$ cat src/rtl/pc_flow_controller.sv
// pc_flow_controller
//
// Steers the fetch pipeline around SPARC-style delayed control transfers.
// A small four-state FSM (RST, FILL, RUN, DSLOT) decides whether PC/nPC and
// the IF/ID register advance, where the next nPC comes from, when the
// delay-slot instruction is squashed, and when a bubble goes into ID/EX.
//
// Ports
//   clk        rising-edge clock
//   R_n        synchronous active-low reset
//   id_valid   ID stage holds a valid instruction
//   stall      load-use hazard from the hazard unit
//   is_branch  ID instruction is a Bicc
//   BI         branch condition true
//   ba         ID branch is branch-always
//   a_bit      annul bit I[29]
//   CALL       ID instruction is a call
//   J          ID instruction is a jump
//   J_L        ID instruction is a jmpl
//   nPC_sel    00 sequential, 01 TAG target, 10 ALU target
//   PC_LE      PC load enable
//   nPC_LE     nPC load enable
//   IF_ID_LE   IF/ID load enable
//   IF_ID_R    squash IF/ID at the next edge
//   ID_EX_nop  inject a bubble into ID/EX
//   dcti_err   sticky: control transfer found in a delay slot
//   redir_cnt  saturating count of accepted redirects

module pc_flow_controller (
    input  logic       clk,
    input  logic       R_n,
    input  logic       id_valid,
    input  logic       stall,
    input  logic       is_branch,
    input  logic       BI,
    input  logic       ba,
    input  logic       a_bit,
    input  logic       CALL,
    input  logic       J,
    input  logic       J_L,
    output logic [1:0] nPC_sel,
    output logic       PC_LE,
    output logic       nPC_LE,
    output logic       IF_ID_LE,
    output logic       IF_ID_R,
    output logic       ID_EX_nop,
    output logic       dcti_err,
    output logic [7:0] redir_cnt
);

    localparam logic [1:0] ST_RST   = 2'd0;
    localparam logic [1:0] ST_FILL  = 2'd1;
    localparam logic [1:0] ST_RUN   = 2'd2;
    localparam logic [1:0] ST_DSLOT = 2'd3;

    localparam logic [1:0] SEL_SEQ = 2'b00;
    localparam logic [1:0] SEL_TAG = 2'b01;
    localparam logic [1:0] SEL_ALU = 2'b10;

    logic [1:0] state_q, state_d;
    logic       dcti_err_q, dcti_err_d;
    logic [7:0] redir_cnt_q, redir_cnt_d;

    logic is_cti;
    logic take;
    logic annul;
    logic accept;

    // Decode of the ID instruction, independent of state.
    always_comb begin
        is_cti = is_branch | CALL | J | J_L;
        take   = (is_branch & BI) | CALL | J | J_L;
        annul  = is_branch & a_bit & (~BI | ba);
        accept = (state_q == ST_RUN) & id_valid & ~stall;
    end

    // Next-state and sticky/counter updates. Any accepted control transfer,
    // taken or not, owns a delay slot, so it always moves to DSLOT.
    always_comb begin
        state_d     = state_q;
        dcti_err_d  = dcti_err_q;
        redir_cnt_d = redir_cnt_q;
        case (state_q)
            ST_RST:   state_d = ST_FILL;
            ST_FILL:  state_d = ST_RUN;
            ST_RUN: begin
                if (accept && is_cti) begin
                    state_d = ST_DSLOT;
                end
                if (accept && take && (redir_cnt_q != 8'hFF)) begin
                    redir_cnt_d = redir_cnt_q + 8'd1;
                end
            end
            ST_DSLOT: begin
                if (!stall) begin
                    state_d = ST_RUN;
                    if (id_valid && is_cti) begin
                        dcti_err_d = 1'b1;
                    end
                end
            end
            default:  state_d = ST_RST;
        endcase
    end

    // Pipeline control outputs. Defaults are the reset values; a low R_n
    // forces them regardless of state so the pipeline is frozen immediately.
    always_comb begin
        nPC_sel   = SEL_SEQ;
        PC_LE     = 1'b0;
        nPC_LE    = 1'b0;
        IF_ID_LE  = 1'b0;
        IF_ID_R   = 1'b1;
        ID_EX_nop = 1'b1;
        if (R_n) begin
            case (state_q)
                ST_FILL: begin
                    PC_LE    = 1'b1;
                    nPC_LE   = 1'b1;
                    IF_ID_LE = 1'b1;
                    IF_ID_R  = 1'b0;
                end
                ST_RUN, ST_DSLOT: begin
                    IF_ID_R = 1'b0;
                    if (!stall) begin
                        PC_LE     = 1'b1;
                        nPC_LE    = 1'b1;
                        IF_ID_LE  = 1'b1;
                        ID_EX_nop = 1'b0;
                        if (accept) begin
                            IF_ID_R = annul;
                            if (is_branch && BI) begin
                                nPC_sel = SEL_TAG;
                            end else if (CALL) begin
                                nPC_sel = SEL_TAG;
                            end else if (J || J_L) begin
                                nPC_sel = SEL_ALU;
                            end
                        end
                    end
                end
                default: ;
            endcase
        end
    end

    always_ff @(posedge clk) begin
        if (!R_n) begin
            state_q     <= ST_RST;
            dcti_err_q  <= 1'b0;
            redir_cnt_q <= 8'd0;
        end else begin
            state_q     <= state_d;
            dcti_err_q  <= dcti_err_d;
            redir_cnt_q <= redir_cnt_d;
        end
    end

    assign dcti_err  = dcti_err_q;
    assign redir_cnt = redir_cnt_q;

endmodule

$ cat config.mk
export PLATFORM = sky130hd
export DESIGN_NAME = pc_flow_controller
export DESIGN_NICKNAME = d
export VERILOG_FILES = /design/src/rtl/pc_flow_controller.sv
export SDC_FILE = /design/constraint.sdc
export NUM_CORES = 1
export LEC_CHECK = 0
export CAP_MARGIN = 0
export CORE_UTILIZATION = 40
export DETAILED_ROUTE_END_ITERATION = 8
export PLACE_DENSITY = 0.82
export SETUP_SLACK_MARGIN = 0.1
export SLEW_MARGIN = 20
export SYNTH_ARGS = -nofsm -noshare
export SYNTH_HDL_FRONTEND = slang
export SYNTH_SLANG_ARGS = --single-unit
$ cat constraint.sdc
create_clock -name clk -period 1.7 [get_ports clk]
set_input_delay 0.34 -clock clk [delete_from_list [all_inputs] [get_ports clk]]
set_output_delay 0.34 -clock clk [all_outputs]
set_load 0.005 [all_outputs]
==> results.json <==
{
  "fmax_ghz": 0.620,
  "cts-root-buf": "clkbuf_4",
  "track_usage_pct": 21.6,
  "nFillCells": 123,
  "crit_path_start_kind": "register",
  "period_share_pct": 94.8,
  "setup_viol": 0,
  "final_cell_mix": "buf_4 (15), clkdlybuf4s50_1 (12), nand2_1 (6), dfxtp_1 (6), dlygate4sd2_1 (6)",
  "ys_ff_latch": 11,
  "path_cells": "and4bb_4, buf_6, o31ai_4, buf_4, or4_4, a21oi_2",
  "nets": 130,
  "crit_family": "simple AND/OR/NAND/NOR gates",
  "endpoint_kind": "register",
  "avgRoutedWirePerCell_um": 13.2,
  "drive_gt1_share_pct": 38.5,
  "fp.dieW_um": 42.1,
  "dr.pass1.iters": 4,
  "power.total_uw": 576,
  "grt_start_max_net_pins": 12,
  "yosys_warnings": 0,
  "slowest_delay_ns": 0.41,
  "rows": 14,
  "min_from": "dcti_err",
  "grt-ovfl-total": 0,
  "port_buffers": 26,
  "cts_buffer_depth": 2,
  "worst-path-buf-inv": 2,
  "drtIter0Drc": 11,
  "io_pins": 27,
  "crit_arrival_ns": 1.82,
  "clk_latency_ns": 0.27,
  "avgSynthCellArea_um2": 8.57,
  "ir_drop_v": 0.000385,
  "power_leakage_nw": 0.432,
  "p_per_area_mw_per_mm2": 538,
  "routed_via_density": 5.68,
  "seq_area_frac_synth_pct": 34.2,
  "netlist.area_leader.share_pct": 34.2,
  "syn_to_final_growth_pct": 66.3,
  "place_hpwl_mm": 1.28,
  "netlist_instances": 75,
  "holdPathEnd": "dcti_err",
  "rrSetupSlack_ns": 0.09,
  "holdWs_ns": 0.492,
  "die_area_mm2": 0.00177,
  "cts_tree": "built",
  "worstRegToRegCells": 6,
  "core_region_area_mm2": 0.00151,
  "yosys.area.top_type": "dfxtp_1",
  "criticalPathCategory": "register to register",
  "cts_max_level": 1,
  "outcome": "finished, final reports clean",
  "diodes": 0,
  "critPathRequiredTime_ns": 1.90,
  "layout_commonest_cell": "buf_4",
  "drc": 0,
  "path_max_fanout": 7,
  "maxSlewViolCount": 0,
  "clk_pin_slew_ns": 0.07,
  "max_cap_violations": 0,
  "cp.depth": 6,
  "crit_slowest_cell": "or4_4",
  "synthTopCellsByArea": "dfxtp_1 (34%), a21oi_1 (5.4%), o31ai_1 (4.7%)",
  "worstMarginPinSlew_ns": 0.370,
  "cts_hold_buf": 0,
  "reg2reg_from": "state_q[0]",
  "cts_buffers": 3,
  "slew_headroom_pct": 75.0,
  "synth_nets": 87,
  "grt_pass1_wl_mm": 2.96,
  "period_needed_ns": 1.61,
  "rsz0062_at_grt": "yes",
  "die_h_um": 42.1,
  "grt_pass1_vias": 715,
  "hp-class": "register to register",
  "holdPathStages": 2,
  "vias": 755,
  "skew_ns": 0.00350,
  "synth_cell_types": 33,
  "wl_mm": 1.75,
  "antenna_found_initial": 0,
  "finalHoldViolations": 0,
  "drtAntennaViolNets": 0,
  "gp_congestion": 0.757,
  "clkSinkCount": 11,
  "start_util_pct": 42.7,
  "synth_area_um2": 643,
  "r2r-end": "redir_cnt[7]"
}
-- worst min-delay path: stages, from the launching register on --
cell and delay [ns]:
dfxtp_1 0.34, a31oi_1 0.05, nor2_1 0.07
-- worst max path at each step --
stage / startpoint / end / slack (ns)
after detailed placement: stall / nPC_sel[1] / -0.47
final: state_q[0] / redir_cnt[7] / 0.09
after floorplan: redir_cnt[0] / redir_cnt[4] / 0.18
after CTS: state_q[0] / redir_cnt[7] / 0.05
after global routing: state_q[0] / redir_cnt[7] / 0.04
after global placement: stall / nPC_sel[1] / -0.47
-- cells in the mapped netlist --
| cell type | instances |
|---|---|
| or4b_1 | 1 |
| buf_6 | 2 |
| a21o_2 | 1 |
| o31ai_1 | 4 |
| nor3b_1 | 1 |
| o211ai_1 | 1 |
| nand3_1 | 5 |
| and4bb_4 | 1 |
| nor2_1 | 4 |
| nand2b_1 | 1 |
| o21ai_0 | 2 |
| clkbuf_8 | 1 |
| nor4_1 | 2 |
| dfxtp_1 | 11 |
| o31a_1 | 1 |
| and3_2 | 1 |
| nor3_1 | 1 |
| buf_4 | 2 |
| or3_1 | 1 |
| and3_1 | 1 |
| or4_1 | 4 |
| mux2i_1 | 1 |
| or3_2 | 1 |
| o2111ai_1 | 1 |
| o41ai_1 | 1 |
| o211a_1 | 1 |
| a31oi_1 | 1 |
| ha_1 | 1 |
| inv_1 | 5 |
| nand4_1 | 1 |
| o31ai_2 | 1 |
| a21oi_1 | 7 |
| nand2_1 | 6 |
-- cell families after synthesis --
family                     share of synthesized area [%]
AOI/OAI and AO/OA                                   22.8
adders and majority gates                           1.95
buffers and inverters                               10.9
DFF                                                 34.2
muxes                                               1.56
and+or+nand+nor                                     28.6
-- repair_timing --
item / 4_1_cts / 5_1_grt
buffers inserted: 3 / 0
pin swaps: 10 / 8
resized for setup: 44 / 11
setup endpoints to repair: 15 / 13
-- power by group --
group	switching [mW]	internal, mW	total [mW]
combinational	0.0501	0.0700	0.120
sequential	0.00702	0.265	0.272
clock	0.0927	0.0908	0.184
total	0.150	0.426	0.576
-- metal layers --
layer | global-route usage (%) | vias up | share of wire, % | wire length [um]
met4 | 7.50 | 0 | 0.40 | 7
li1 | - | 368 | - | -
met5 | 0 | - | 0 | 0
met2 | 41.3 | 24 | 55 | 956
met1 | 23.0 | 361 | 40 | 706
met3 | 4.74 | 2 | 4.7 | 83
-- cell type report --
| cell class | count | area (um^2) | area share, % |
|---|---|---|---|
| Clock buffer | 4 | 26.3 | 2.46 |
| Inverter | 5 | 18.8 | 1.75 |
| Multi-Input combinational cell | 54 | 409 | 38.2 |
| Sequential cell | 11 | 229 | 21.4 |
| Tap cell | 16 | 20.0 | 1.87 |
| Timing Repair Buffer | 43 | 367 | 34.3 |
-- flip-flops by register name, summed over array words and instances (netlist names) --
name,count
redir_cnt,8
state_q,2
dcti_err,1
-- per-stage QoR --
stage | setup WS (ns) | util [%] | instance area (um^2) | TNS, ns | instances
after floorplan | 0.183 | - | 643 | 0 | 75
after global placement | -0.474 | 64.9 | 977 | -5.42 | 126
after detailed placement | -0.475 | 64.9 | 977 | -5.79 | 126
after CTS | 0.0492 | 69.2 | 1040 | 0 | 133
after global routing | 0.0350 | 71.0 | 1070 | 0 | 133
final | 0.0883 | 71.0 | 1070 | 0 | 133
No activity file was read; power rests on OpenSTA's default activity.
